$ cat src/rtl/vec_seq_pkg.sv
// Shared types and sizing for the exhaustive 4-input vector sequencer.
package vec_seq_pkg;

  localparam int NUM_VECTORS = 16;
  localparam int IDX_W       = 4;
  localparam logic [IDX_W-1:0] LAST_IDX = IDX_W'(NUM_VECTORS - 1);

  typedef enum logic [1:0] {
    IDLE,
    APPLY,
    CAPTURE,
    DONE
  } state_t;

endpackage

$ cat src/rtl/vec_sequencer_hold_timer.sv
// 8-bit down-counter timing how long each vector stays in APPLY.
module hold_timer (
  input  logic       clk,
  input  logic       rst_n,
  input  logic       load,
  input  logic [7:0] load_value,
  input  logic       tick,
  output logic       expire
);

  logic [7:0] count;

  always_ff @(posedge clk or negedge rst_n) begin
    if (!rst_n) begin
      count <= 8'd0;
    end else if (load) begin
      count <= load_value;
    end else if (tick && (count != 8'd0)) begin
      count <= count - 8'd1;
    end
  end

  assign expire = (count == 8'd0);

endmodule

$ cat src/rtl/vec_sequencer.sv
// Walks {a,b,c,d} through all 16 vectors, capturing f for each into resp.
// Optional f==1 tally on ones_count when VEC_SEQ_ONES_COUNT_EN is defined.
module vec_sequencer
  import vec_seq_pkg::*;
#(
  parameter int HOLD_CYCLES = 4
) (
  input  logic        clk,
  input  logic        rst_n,
  input  logic        start,
  input  logic        abort,
  input  logic        f,
  output logic        a,
  output logic        b,
  output logic        c,
  output logic        d,
  output logic        e,
  output logic        busy,
  output logic        done,
  output logic [15:0] resp,
  output logic [4:0]  ones_count
);

  // APPLY spans HOLD_CYCLES-1 cycles, so the timer expires after HOLD_CYCLES-2 decrements.
  localparam logic [7:0] HOLD_LOAD = 8'(HOLD_CYCLES - 2);

  state_t           state, next_state;
  logic [IDX_W-1:0] idx, idx_next;
  logic             expire, accept, capture, load_timer, run_next;

  hold_timer u_hold_timer (
    .clk        (clk),
    .rst_n      (rst_n),
    .load       (load_timer),
    .load_value (HOLD_LOAD),
    .tick       (state == APPLY),
    .expire     (expire)
  );

  always_ff @(posedge clk or negedge rst_n) begin
    if (!rst_n) begin
      state <= IDLE;
    end else begin
      state <= next_state;
    end
  end

  // Abort takes priority over capture, so an aborted vector is never recorded.
  always_comb begin
    next_state = state;
    accept     = 1'b0;
    capture    = 1'b0;
    load_timer = 1'b0;
    idx_next   = idx;
    case (state)
      IDLE: begin
        if (start) begin
          accept     = 1'b1;
          load_timer = 1'b1;
          idx_next   = '0;
          next_state = APPLY;
        end
      end
      APPLY: begin
        if (abort) begin
          next_state = IDLE;
        end else if (expire) begin
          next_state = CAPTURE;
        end
      end
      CAPTURE: begin
        if (abort) begin
          next_state = IDLE;
        end else begin
          capture = 1'b1;
          if (idx == LAST_IDX) begin
            next_state = DONE;
          end else begin
            idx_next   = IDX_W'(idx + 1);
            load_timer = 1'b1;
            next_state = APPLY;
          end
        end
      end
      DONE: begin
        next_state = IDLE;
      end
      default: begin
        next_state = IDLE;
      end
    endcase
    run_next = (next_state == APPLY) || (next_state == CAPTURE);
  end

  // Outputs are registered from the next-state decode so they line up with the state itself.
  always_ff @(posedge clk or negedge rst_n) begin
    if (!rst_n) begin
      idx          <= '0;
      resp         <= 16'd0;
      {a, b, c, d} <= 4'd0;
      e            <= 1'b0;
      busy         <= 1'b0;
      done         <= 1'b0;
    end else begin
      idx <= idx_next;
      if (accept) begin
        resp <= 16'd0;
      end else if (capture) begin
        resp[idx] <= f;
      end
      {a, b, c, d} <= run_next ? idx_next : 4'd0;
      e            <= run_next;
      busy         <= run_next;
      done         <= (next_state == DONE);
    end
  end

`ifdef VEC_SEQ_ONES_COUNT_EN
  always_ff @(posedge clk or negedge rst_n) begin
    if (!rst_n) begin
      ones_count <= 5'd0;
    end else if (accept) begin
      ones_count <= 5'd0;
    end else if (capture && f && (ones_count != 5'd16)) begin
      ones_count <= ones_count + 5'd1;
    end
  end
`else
  assign ones_count = 5'd0;
`endif

endmodule

$ cat config.mk
export PLATFORM = sky130hd
export DESIGN_NAME = vec_sequencer
export DESIGN_NICKNAME = d
export VERILOG_FILES = /design/src/rtl/vec_seq_pkg.sv /design/src/rtl/vec_sequencer_hold_timer.sv /design/src/rtl/vec_sequencer.sv
export SDC_FILE = /design/constraint.sdc
export NUM_CORES = 1
export LEC_CHECK = 0
export BUFFER_PORTS_ARGS = -buffer_cell sky130_fd_sc_hd__buf_2
export CAP_MARGIN = 20
export CORE_MARGIN = 2
export CORE_UTILIZATION = 42
export CTS_CLUSTER_DIAMETER = 40
export DETAILED_ROUTE_END_ITERATION = 10
export PLACE_DENSITY = 0.61
export SYNTH_ARGS = -nofsm -noshare
export SYNTH_HDL_FRONTEND = slang
export SYNTH_SLANG_ARGS = --single-unit
$ cat constraint.sdc
create_clock -name clk -period 5.2 [get_ports clk]
set_clock_uncertainty 0.05 [all_clocks]
set_input_delay 1.3 -clock clk [delete_from_list [all_inputs] [get_ports clk]]
set_output_delay 1.3 -clock clk [all_outputs]
set_load 0.02 [all_outputs]
==> impl_metrics.tcl, run 1 <==
set metrics [dict create \
    finalSetupTns_ns 0 \
    n_antenna_cell 0 \
    timing_worst_setup_path_type "in2reg" \
    power_leakage_uw 0.00111 \
    power_density_nw_per_um2 402 \
    p_switching_uw 305 \
    drive_gt1_share_pct 24.6 \
    ys_seq_area_share_pct 49.1 \
    holdPathStages 1 \
    yosys_warnings 0 \
    die_h_um 70.1 \
    r2r_slack_ns 2.93 \
    synth_most_common_cell "dfrtp_1" \
    track_usage_pct 16.2 \
    ctsRootBufferMaster "clkbuf_8" \
    internal-power_uw 532 \
    required_ns 5.33 \
    ios 33 \
    synth_area_um2 1830 \
    vias_per_cell 5.25 \
    insertion_delay_ns 0.29 \
    ant_nets 0 \
    ys_seq_elements 36 \
    initial_core_util_pct 43.0 \
    grt_antenna_before_repair 0 \
    vias 1339 \
    finalWeightedCongestion 0.815 \
    wl_mm 3.61 \
    ys_types 35 \
    cp_data_arrival_time_ns 3.00 \
    period_share_pct 55.1 \
    clkSinkCount 36 \
    cap_violations 0 \
    fmax_mhz 349 \
    seq_power_share_pct 44.6 \
    dpl_cell_area_um2 1990 \
    dieArea_um2 4910 \
    synth_top_area_cell "dfrtp_1" \
    dr.pass1.iters 4 \
    portBuffers 27 \
    rsz0062_at_grt "no" \
    clk_path_buf_depth 2 \
    cts_buffers 5 \
    synth_area_leaders "dfrtp_1 (49%), mux2i_1 (9.3%), ha_1 (4.8%)" \
    sw_frac_of_total_pct 36.5 \
    synth_flop_cell "dfrtp_1" \
    area_growth_pct 13.4 \
    route.detailed.drc 0 \
    comb_power_share_pct 30.8 \
    r2r-end "d" \
    core-area_um2 4260 \
    cts.repair.resized 0 \
    cts_tree "done" \
    syn_inst 176 \
    setup_violations 0 \
    wl_per_cell_um 14.1 \
    htreeDepth 2 \
    hold_start "u_hold_timer.count[0]" \
    synth_edf_count 0 \
    avgSynthCellArea_um2 10.4 \
    fin_area_um2 2080 \
    die_w_um 70.1 \
    final-max-slew-violation-count 0 \
    cp_max_fo 20 \
    setup_slack_ns 2.33 \
    async_flop_share_pct 100 \
    critPathCaptureType "flop" \
    synth_common_cells "dfrtp_1 (36), nor2_1 (19), mux2i_1 (17)" \
    cts_setup_buffers 0 \
    whs_ns 0.464 \
    rows 24 \
    tightestPinTransition_ns 1.07 \
    path_clk_slew_ns 0.07 \
    final_nets 214 \
    yosys.area.top_type_share_pct 49.1 \
    hold-path-endpoint "u_hold_timer.count[0]" \
    dp_hpwl_mm 2.63 \
    grt-ovfl-total 0 \
    vdd_drop_max_uv 213 \
    clkPwrFrac_pct 24.6 \
    maxSlewHeadroom_pct 28.1 \
    hold_path.class "reg2reg" \
    regToRegStartpoint "state[0]" \
    place_ws_ns 2.05 \
    ctsHoldBuffers 0 \
    drtIter0Drc 87 \
    grt_pass1_wl_mm 6.23 \
    grt_max_degree 37 \
    cp-start-kind "input port" \
    worstRegToRegCells 5 \
    grt_pass1_vias 1266 \
    status "completed" \
    hold_violations 0 \
    min_period_ns 2.87 \
    final_util_pct 48.8 \
]
==> state kept, by name, summed over array words and instances (netlist names) <==
register / flops
c: 1
a: 1
idx: 4
b: 1
resp: 16
d: 1
done: 1
u_hold_timer.count: 8
state: 2
busy: 1
==> power by group through the flow <==
stage                     clock network, uW  registers, uW  logic, uW
after global routing                    224            381        293
after detailed placement                  0            377        261
final                                   206            373        257
after floorplan                           0            374        201
after global placement                    0            377        248
after CTS                               210            373        261
==> through the flow <==
| step | cells | total power (uW) |
|---|---|---|
| 2_1_floorplan | 180 | 575 |
| 3_3_place_gp | 246 | 625 |
| 3_5_place_dp | 247 | 638 |
| 4_1_cts | 255 | 844 |
| 5_1_grt | 255 | 898 |
| 6_report | 255 | 837 |
==> worst max-delay path by stage <==
stage,endpoint,cells past startpoint,slack (ns),startpoint
5_1_grt,a,6,2.20,abort
3_5_place_dp,d,6,2.05,abort
6_report,d,6,2.33,abort
4_1_cts,d,6,2.36,abort
2_1_floorplan,d,7,2.63,abort
3_3_place_gp,c,6,2.02,start
==> cell usage in the layout (no fill, tap or decap), types with 2 or more instances in the layout <==
| cell type | count |
|---|---|
| nand2_1 | 11 |
| clkbuf_8 | 6 |
| nor2b_1 | 2 |
| inv_1 | 6 |
| a21oi_1 | 10 |
| nor2_1 | 19 |
| nor3b_2 | 2 |
| o21ai_0 | 7 |
| and2_1 | 4 |
| nor3_1 | 2 |
| ha_1 | 7 |
| dfrtp_1 | 36 |
| conb_1 | 5 |
| buf_2 | 27 |
| mux2i_1 | 17 |
| a31o_2 | 2 |
| nand3_1 | 15 |
| clkinv_2 | 2 |
| or3_2 | 2 |
| nand4_1 | 4 |
==> logic make-up after synthesis <==
kind of cell	count (synthesis)	synth area share [%]
buffers and inverters	19	5.73
DFF	36	49.1
adders and majority gates	7	4.78
muxes	17	9.28
AOI/OAI and AO/OA	25	8.67
and+or+nand+nor	71	22.2
other	1	0.205
==> cell type report <==
cell class	instances	area [um^2]
inverters	6	22.5
clock inverters	2	10.0
multi-input cells	125	852
clock buffers	6	82.6
repair buffers	28	146
fillers	411	2180
well taps	52	65.1
flip-flops and latches	36	901
==> per-layer routing <==
layer	wire length (um)	global-route usage [%]	up-vias	share of wire (%)
met5	0	0	-	0
li1	-	-	659	-
met1	1680	21.3	653	47
met3	124	4.91	4	3.4
met2	1770	25.5	23	49
met4	36	5.77	0	1.0
==> worst max-delay path, stage by stage <==
cell	delay, ns
buf_2	0.13
nor3b_2	0.85
nor2_1	0.10
o21ai_0	0.15
ha_1	0.32
and2_1	0.16
Power figures use the tool's default switching activity.
==> inputs of run 2 (changes only) <==
--- a/config.mk
+++ b/config.mk
@@ -11,7 +11,7 @@
 export CORE_UTILIZATION = 42
 export CTS_CLUSTER_DIAMETER = 40
 export DETAILED_ROUTE_END_ITERATION = 10
-export PLACE_DENSITY = 0.61
+export PLACE_DENSITY = 0.63
 export SYNTH_ARGS = -nofsm -noshare
 export SYNTH_HDL_FRONTEND = slang
 export SYNTH_SLANG_ARGS = --single-unit
==> constraint.sdc (replaced) <==
create_clock -name clk -period 2.48 [get_ports clk]
set_clock_uncertainty 0.05 [all_clocks]
set_input_delay 0.62 -clock clk [delete_from_list [all_inputs] [get_ports clk]]
set_output_delay 0.62 -clock clk [all_outputs]
set_load 0.02 [all_outputs]
==> impl_metrics.tcl, run 2 (synthesis results as in run 1) <==
set metrics [dict create \
    status "completed" \
    worstRegToRegCells 7 \
    cap_violations 0 \
    cp-start-kind "flop" \
    cts.repair.resized 0 \
    clkSinkCount 36 \
    whs_ns 0.362 \
    cts_tree "done" \
    regToRegStartpoint "u_hold_timer.count[0]" \
    hold_violations 0 \
    required_ns 2.61 \
    ios 33 \
    grt_pass1_vias 1250 \
    ctsRootBufferMaster "clkbuf_8" \
    fmax_mhz 489 \
    largest_reg_flops 16 \
    regArea_um2 901 \
    timing_worst_setup_path_type "reg2reg" \
    hold_path.class "in2async" \
    ant_nets 0 \
    area_growth_pct 14.7 \
    regMostFlops "resp" \
    wl_mm 3.52 \
    n_antenna_cell 0 \
    nFillCells 396 \
    final_nets 215 \
    finalSetupTns_ns 0 \
    largest_registers "resp (16), u_hold_timer.count (8), idx (4)" \
    crit_chain "inv_1 > ha_1 > nor3b_1 > nand2_1 > o31ai_1 > ha_1 > and2_1" \
    vias_per_cell 5.18 \
    wl_per_cell_um 13.8 \
    setup_violations 0 \
    critical_path.slowest_cell "dfrtp_1" \
    drtIter0Drc 73 \
    cts_buffers 5 \
    period_share_pct 82.5 \
    r2r-end "d" \
    grt_antenna_before_repair 0 \
    power_density_nw_per_um2 873 \
    r2r_slack_ns 0.43 \
    final-max-slew-violation-count 0 \
    insertion_delay_ns 0.29 \
    crit_end "d" \
    vdd_drop_max_uv 503 \
    power.total_uw 1830 \
    drive_gt1_share_pct 25.0 \
    rows 24 \
    layout_commonest_cell "dfrtp_1" \
    route.detailed.drc 0 \
    dieArea_um2 4910 \
    grt_pass1_wl_mm 6.00 \
    cp_data_arrival_time_ns 2.18 \
    layout_common_cells "dfrtp_1 (36), buf_2 (27), nor2_1 (19), mux2i_1 (17), nand3_1 (15)" \
    cp_common_cell "ha_1" \
    die_h_um 70.1 \
    vias 1326 \
    critPathCaptureType "flop" \
    tightestPinTransition_ns 0.785 \
    track_usage_pct 15.6 \
    portBuffers 27 \
    dpl_cell_area_um2 1990 \
    grt_max_degree 37 \
    ctsHoldBuffers 0 \
    final_util_pct 49.3 \
    dp_hpwl_mm 2.49 \
    fin_area_um2 2100 \
    min_period_ns 2.05 \
    cp_max_fo 5 \
    multi_input_area_um2 852 \
    path_clk_slew_ns 0.08 \
    max_stage_delay_ns 0.40 \
    finalWeightedCongestion 0.740 \
    initial_core_util_pct 43.0 \
    core-area_um2 4260 \
    rsz0062_at_grt "no" \
    clk_path_buf_depth 2 \
    crit_start "u_hold_timer.count[0]" \
    maxSlewHeadroom_pct 47.7 \
    cts_setup_buffers 0 \
    dr.pass1.iters 4 \
    die_w_um 70.1 \
    grt-ovfl-total 0 \
    htreeDepth 2 \
    power_leakage_uw 0.00112 \
]
[run 2: metrics by stage]
| step | cells | worst slack (ns) |
|---|---|---|
| finish | 256 | 0.434 |
| CTS | 256 | 0.436 |
| floorplan | 180 | 0.587 |
| global route | 256 | 0.269 |
| detailed placement | 248 | 0.432 |
| global placement | 248 | 0.478 |
[run 2: final cells by class]
cell class	count	share of cell area [%]
timing repair buffer	29	7.14
inverter	6	1.07
multi-input combinational	125	40.5
clock inverter	3	2.02
tap	52	3.10
sequential	36	42.9
clock buffer	5	3.27
[run 2: power by group]
| part | internal [uW] | switching [uW] | total, uW |
|---|---|---|---|
| logic | 218 | 323 | 542 |
| registers | 673 | 114 | 786 |
| clock network | 297 | 209 | 507 |
[run 2: worst max-delay path, delay by kind of cell (launching register included)]
kind / cells / cell delay [ns]
flip-flops: 1 / 0.40
buffers and inverters: 1 / 0.09
AND/OR/NAND/NOR: 3 / 0.61
AO/OA/AOI/OAI: 1 / 0.33
adder cells (fa/ha/maj): 2 / 0.46
[run 2: how the worst min path moves through the flow]
stage / from / slack, ns / cells after the start / end
CTS: rst_n / 0.39 / 1 / b
finish: rst_n / 0.36 / 1 / state[1]
global placement: resp[9] / 0.45 / 2 / resp[9]
detailed placement: resp[2] / 0.46 / 2 / resp[2]
floorplan: rst_n / 0.27 / 0 / a
global route: rst_n / 0.43 / 1 / b
[run 2: layer usage]
metal  part of all wire [%]  global-route usage, %  up-vias
li1                       -                      -      657
met1                     49                   23.0      634
met2                     46                   22.2       33
met3                    4.2                   4.76        2
met4                   0.71                   4.49        0
met5                      0                      0        -
